### src/rtl/tt_bist_pkg.sv
`default_nettype none
// ============================================================================
// Module      : tt_bist_pkg
// Description : Shared types, mode codes and LFSR/MISR step functions for the
//               TinyTapeout BIST harness.
// Revision    : 1.0 - initial release
// ============================================================================
package tt_bist_pkg;

  localparam int SIG_MAX = 32;

  typedef enum logic [1:0] {
    ST_IDLE  = 2'd0,
    ST_RUN   = 2'd1,
    ST_DRAIN = 2'd2,
    ST_DONE  = 2'd3
  } state_t;

  localparam logic [1:0] MODE_PASS = 2'b00;
  localparam logic [1:0] MODE_CNT  = 2'b01;
  localparam logic [1:0] MODE_LFSR = 2'b10;

  // Galois step on the low w bits of a SIG_MAX-wide container.
  function automatic logic [SIG_MAX-1:0] lfsr_step(
    input logic [SIG_MAX-1:0] v,
    input logic [SIG_MAX-1:0] poly,
    input int                 w
  );
    logic [SIG_MAX-1:0] mask;
    logic               msb;
    mask = (SIG_MAX'(1) << w) - SIG_MAX'(1);
    msb  = |(v & (SIG_MAX'(1) << (w - 1)));
    return ((v << 1) ^ (msb ? poly : '0)) & mask;
  endfunction

  function automatic logic [SIG_MAX-1:0] misr_step(
    input logic [SIG_MAX-1:0] v,
    input logic [SIG_MAX-1:0] poly,
    input logic [SIG_MAX-1:0] data,
    input int                 w
  );
    return lfsr_step(v, poly, w) ^ data;
  endfunction

endpackage
`default_nettype wire

### src/rtl/tt_bist_harness_misr.sv
`default_nettype none
// ============================================================================
// Module      : tt_bist_misr
// Description : Multiple-input signature register with clear, enable and
//               per-bit data mask; reusable for any output bus.
// Revision    : 1.0 - initial release
// ============================================================================
module tt_bist_misr
  import tt_bist_pkg::*;
#(
  parameter int               SIG_W = 16,
  parameter int               OUT_W = 8,
  parameter logic [SIG_W-1:0] POLY  = SIG_W'(16'h1021)
) (
  input  logic             clk,
  input  logic             rst_n,
  input  logic             i_clr,
  input  logic             i_en,
  input  logic [OUT_W-1:0] i_data,
  input  logic [OUT_W-1:0] i_mask,
  output logic [SIG_W-1:0] o_sig
);

  logic [SIG_W-1:0] r_sig;
  logic [SIG_W-1:0] w_sig_next;

  assign w_sig_next = SIG_W'(misr_step(SIG_MAX'(r_sig), SIG_MAX'(POLY),
                                       SIG_MAX'(i_data & i_mask), SIG_W));

  always_ff @(posedge clk) begin
    if (!rst_n) begin
      r_sig <= '0;
    end else if (i_clr) begin
      r_sig <= '0;
    end else if (i_en) begin
      r_sig <= w_sig_next;
    end
  end

  assign o_sig = r_sig;

endmodule
`default_nettype wire

### src/rtl/tt_bist_harness.sv
`default_nettype none
// ============================================================================
// Module      : tt_bist_harness
// Description : BIST harness: drives DUT inputs from pass-through, counter or
//               LFSR stimulus and compacts masked DUT outputs into a MISR.
// Revision    : 1.0 - initial release
// ============================================================================
module tt_bist_harness
  import tt_bist_pkg::*;
#(
  parameter int               IN_W     = 8,
  parameter int               OUT_W    = 8,
  parameter int               SIG_W    = 16,
  parameter logic [SIG_W-1:0] POLY     = SIG_W'(16'h1021),
  parameter logic [SIG_W-1:0] SEED     = SIG_W'(16'hACE1),
  parameter int               PIPE_LAT = 1
) (
  input  logic             clk,
  input  logic             rst_n,
  input  logic             ena,
  input  logic             start,
  input  logic [1:0]       mode,
  input  logic [7:0]       n_vec,
  input  logic [IN_W-1:0]  ext_in,
  output logic [IN_W-1:0]  dut_in,
  input  logic [OUT_W-1:0] dut_out,
  input  logic [OUT_W-1:0] dut_oe,
  output logic [SIG_W-1:0] signature,
  output logic             busy,
  output logic             done
);

  localparam int DEPTH = PIPE_LAT + 1;

  state_t           r_state;
  logic [1:0]       r_mode;
  logic [7:0]       r_nvec;
  logic [7:0]       r_vec_cnt;
  logic [IN_W-1:0]  r_cnt;
  logic [IN_W-1:0]  r_dut_in;
  logic [SIG_W-1:0] r_lfsr;
  logic [DEPTH-1:0] r_vld;
  logic             r_busy;
  logic             r_done;

  logic             w_start_ok;
  logic             w_issue;
  logic             w_last;
  logic             w_cap;
  logic [DEPTH-1:0] w_vld_next;
  logic [SIG_W-1:0] w_lfsr_next;
  logic [IN_W-1:0]  w_src;

  assign w_start_ok  = ena & start & ((r_state == ST_IDLE) | (r_state == ST_DONE));
  assign w_issue     = (r_state == ST_RUN);
  // n_vec of 0 wraps to a last index of 255, giving 256 vectors.
  assign w_last      = (r_vec_cnt == (r_nvec - 8'd1));
  assign w_vld_next  = DEPTH'({r_vld, w_issue});
  assign w_cap       = ena & r_vld[DEPTH-1];
  assign w_lfsr_next = SIG_W'(lfsr_step(SIG_MAX'(r_lfsr), SIG_MAX'(POLY), SIG_W));

  always_comb begin
    w_src = ext_in;
    case (r_mode)
      MODE_CNT:  w_src = r_cnt;
      MODE_LFSR: w_src = r_lfsr[IN_W-1:0];
      default:   w_src = ext_in;
    endcase
  end

  always_ff @(posedge clk) begin
    if (!rst_n) begin
      r_state   <= ST_IDLE;
      r_mode    <= MODE_PASS;
      r_nvec    <= 8'd0;
      r_vec_cnt <= 8'd0;
      r_cnt     <= '0;
      r_dut_in  <= '0;
      r_lfsr    <= SEED;
      r_vld     <= '0;
      r_busy    <= 1'b0;
      r_done    <= 1'b0;
    end else if (ena) begin
      r_vld <= w_vld_next;
      if (w_start_ok) begin
        r_mode    <= mode;
        r_nvec    <= n_vec;
        r_vec_cnt <= 8'd0;
        r_cnt     <= '0;
        r_lfsr    <= SEED;
      end
      case (r_state)
        ST_IDLE: begin
          r_dut_in <= ext_in;
          if (start) begin
            r_state <= ST_RUN;
            r_busy  <= 1'b1;
          end
        end
        ST_RUN: begin
          r_dut_in  <= w_src;
          r_cnt     <= r_cnt + IN_W'(1);
          r_lfsr    <= w_lfsr_next;
          r_vec_cnt <= r_vec_cnt + 8'd1;
          if (w_last) begin
            r_state <= ST_DRAIN;
          end
        end
        ST_DRAIN: begin
          // Leave once the final response is compacted on this edge.
          if (w_vld_next == '0) begin
            r_state <= ST_DONE;
            r_busy  <= 1'b0;
            r_done  <= 1'b1;
          end
        end
        ST_DONE: begin
          if (start) begin
            r_state <= ST_RUN;
            r_busy  <= 1'b1;
            r_done  <= 1'b0;
          end
        end
        default: r_state <= ST_IDLE;
      endcase
    end
  end

  tt_bist_misr #(
    .SIG_W (SIG_W),
    .OUT_W (OUT_W),
    .POLY  (POLY)
  ) u_misr (
    .clk    (clk),
    .rst_n  (rst_n),
    .i_clr  (w_start_ok),
    .i_en   (w_cap),
    .i_data (dut_out),
    .i_mask (dut_oe),
    .o_sig  (signature)
  );

  assign dut_in = r_dut_in;
  assign busy   = r_busy;
  assign done   = r_done;

endmodule
`default_nettype wire

### config.mk
export PLATFORM = sky130hd
export DESIGN_NAME = tt_bist_harness
export DESIGN_NICKNAME = d
export VERILOG_FILES = /design/src/rtl/tt_bist_pkg.sv /design/src/rtl/tt_bist_harness_misr.sv /design/src/rtl/tt_bist_harness.sv
export SDC_FILE = /design/constraint.sdc
export NUM_CORES = 1
export LEC_CHECK = 0
export CAP_MARGIN = 5
export CELL_PAD_IN_SITES_DETAIL_PLACEMENT = 1
export CELL_PAD_IN_SITES_GLOBAL_PLACEMENT = 2
export CORE_ASPECT_RATIO = 1.4
export CORE_UTILIZATION = 28
export DETAILED_ROUTE_END_ITERATION = 8
export HOLD_SLACK_MARGIN = 0.08
export PLACE_DENSITY_LB_ADDON = 0.25
export SLEW_MARGIN = 20
export SYNTH_ARGS = -nofsm -noshare
export SYNTH_HDL_FRONTEND = slang
export SYNTH_SLANG_ARGS = --single-unit
export TNS_END_PERCENT = 20
### constraint.sdc
create_clock -name clk -period 1.8 [get_ports clk]
set_input_delay 0.36 -clock clk [delete_from_list [all_inputs] [get_ports clk]]
set_output_delay 0.36 -clock clk [all_outputs]
set_load 0.02 [all_outputs]
==> metrics.md <==
| Metric | Value |
|---|---|
| Distinct cell type count after synthesis | `43` |
| Number of fill cells in the layout | `between 1,000 and 1,500` |
| FF+latch count, synth | `just over 70` |
| Final setup vio count | `2` |
| RSZ-0062 raised after global routing | `yes` |
| Post-DP HPWL | `between 6000 and 7000 um` |
| Num Clock Sinks | `72` |
| CP required | `between 2000 and 2500 ps` |
| Area growth syn-to-layout | `38.14%` |
| Seq/Total Area, Yosys | `42.17%` |
| Outcome | `complete, but fails checks` |
| Syn Area/Cell | `between 8 and 9 um2` |
| Rows | `47` |
| Initial core utilization | `28.78%` |
| Commonest cells in the netlist | `72 x dfxtp_1, 64 x nand2_1, 34 x nor2_1, 22 x nor2b_1, 21 x xor2_1` |
| Critical Path Sink Type | `register` |
| First-pass GRT wire length | `15,060 um` |
| Total gr overflow | `0` |
| Clock Tree Buf Depth | `2` |
| CTS buffer count | `9` |
| Final period util | `113.8%` |
| Ranking of synthesized cells by area | `dfxtp_1 42%, nand2_1 7.0%, xor2_1 5.4%` |
| Final clock skew | `between 5 and 6 ps` |
| Area of the multi-input gates | `between 0.0015 and 0.002 mm2` |
| Number of H-tree levels | `3` |
| Largest net degree at the start of global routing | `47` |
| TritonRoute pass-1 iters | `4` |
| Top-count cell post-synth | `dfxtp_1` |
| Tmin final | `between 2000 and 2500 ps` |
| CTS Root Cell | `clkbuf_16` |
| R2R Path Start | `r_nvec[1]` |
| Worst slew margin | `77.39%` |
| Crit path launch type | `register` |
| CTS Hold Bufs | `0` |
| Worst Setup SP | `r_nvec[1]` |
| Routed WL | `about 9000 um` |
| Final worst-path setup slack | `-249.0 ps` |
| Area of the core | `approximately 0.012 mm2` |
| Power per cell area | `~840 mW/mm2` |
| Vias in the first global route | `about 3,200` |
| Peak VDD IR | `approximately 440 uV` |
| Final hold slack | `~460 ps` |
| Synth top area share | `a little over two fifths` |
| Fmax | `just under 500 MHz` |
| Initial antenna violation count | `0` |
| Max_cap viols | `0` |
| Clock latency on the worst-skew pair | `330 ps` |
| Ys flop type | `dfxtp_1` |
| Synth warnings | `0` |
| Post-CTS repair timing setup buffer count | `0` |
| Post-synth EDFFs | `0` |
| DR DRC count | `0` |
| Tot GR Track Use | `roughly 15%` |
| Crit path kind | `reg2reg` |
| Post-Synthesis Cells | `400` |
| DR iter-0 viols | `slightly below 60` |
| Port Buf Inserts | `63` |
| WP data arrival | `between 2000 and 2500 ps` |
| Boundary Pins | `between 60 and 70` |
| Post-route setup TNS | `-427.6 ps` |
| DRT antenna net count | `0` |
| Max Slew Vio Count | `0` |
| Worst-Margin Slew | `about 340 ps` |
| Nets | `approximately 530` |
| Inserted Diodes | `0` |
| HP Class | `reg2reg` |
| Reg area | `approximately 0.0014 mm2` |
| Die width | `roughly 95 um` |
| Hold Fails Final Rpt | `0` |
| Die Area | `between 0.01 and 0.015 mm2` |
| Share of post-route cells with drive strength above 1 | `roughly 14%` |
| Syn_nets | `447` |
| Avg WL per Cell | `approximately 14 um` |
| Min-delay src | `r_lfsr[12]` |
| Mapped cell area | `approximately 0.0034 mm2` |
| Violated checks | `setup timing` |
| DR vias/cell | `between 4 and 5` |
| Fraction of registers with async set/reset | `0%` |
| CTS tree | `yes` |
| Die span in y | `roughly 130 um` |
| Crit path max fanout | `3` |
| Yosys top cell by area | `dfxtp_1` |
| Via count | `about 3,000` |
| GPL Wtd Cong | `slightly above 0.8` |
| Leak | `0.001730 uW` |
| Clock slew at reported path FFs | `~60 ps` |
[routing by layer]
layer	vias up	track usage [%]	part of all wire (%)
met5	-	0	0
met4	0	5.473	2.0
met3	14	3.506	3.5
met2	56	26.47	50
met1	1466	18.05	44
li1	1511	-	-
[cells in the final DEF, fill, tap and decap left out, types with 9 or more instances in the layout]
master	netlist	final
a22oi_1	17	17
buf_4	7	32
a21boi_1	12	12
a211oi_1	16	16
xnor2_1	11	11
dfxtp_1	72	69
nor2b_1	22	22
nand2_1	64	63
nor2_1	34	34
clkdlybuf4s50_1	0	63
o21ai_1	10	10
a21oi_1	19	19
clkbuf_16	0	9
xor2_1	21	21
[power breakdown]
part / switching, uW / leakage [uW] / internal (uW)
clock network: 665 / 0.000136 / 962
logic: 309 / 0.00101 / 345
registers: 44.8 / 0.000585 / 1650
total: 1020 / 0.00173 / 2960
[worst max-delay path, cell delays in order (launching register included)]
cell	delay (ps)
dfxtp_2	310
or4_4	540
or4b_4	550
a21oi_4	150
o221ai_2	120
nor2b_4	140
mux2i_1	160
[flip-flops by register name (all words and copies together), names as in the netlist]
signal	count
r_nvec	8
r_state	2
busy	1
r_vld	2
r_cnt	8
r_mode	2
u_misr.o_sig	16
r_vec_cnt	8
r_lfsr	16
done	1
dut_in	8
[stage by stage]
step / total power, uW / utilization (%) / std cells / cell area (um2) / setup slack [ps]
4_1_cts: 4037 / 39.50 / 630 / 4692 / -244.0
3_3_place_gp: 2364 / 37.10 / 614 / 4407 / -196.3
3_5_place_dp: 2375 / 37.10 / 614 / 4407 / -245.4
6_report: 3975 / 39.75 / 630 / 4722 / -249.0
2_1_floorplan: 2046 / - / 400 / 3420 / -194.9
5_1_grt: 4168 / 39.75 / 630 / 4722 / -290.1
[cells by family after synthesis]
kind of cell / Yosys count / synth area share (%)
compound gates: 83 / 16.47
xor+xnor: 32 / 8.199
fa+ha+maj: 9 / 3.294
buf+inv: 40 / 5.197
flops: 72 / 42.17
mux: 3 / 0.8785
simple gates: 161 / 23.79
[layout make-up]
class,count,area share (%)
clock inverter,4,0.4240
multi-input combinational,288,39.03
sequential,72,30.66
clock buffer,12,5.220
inverter,8,0.6359
tap,147,3.895
timing repair buffer,99,20.14
[what timing repair did]
item,in CTS,in global routing
setup endpoints to repair,11,14
cloned,0,0
pin swaps,5,2
gates resized for setup,5,11
[path summary, 6_finish.rpt]
kind,to,slack (ps),depth (start not counted)
worst max-delay path,r_state[1],-250,6
worst min-delay path,r_lfsr[12],460,2
worst max register to register,r_state[1],-250,6
worst min register to register,r_lfsr[12],460,2
No activity file was read; power rests on OpenSTA's default activity.
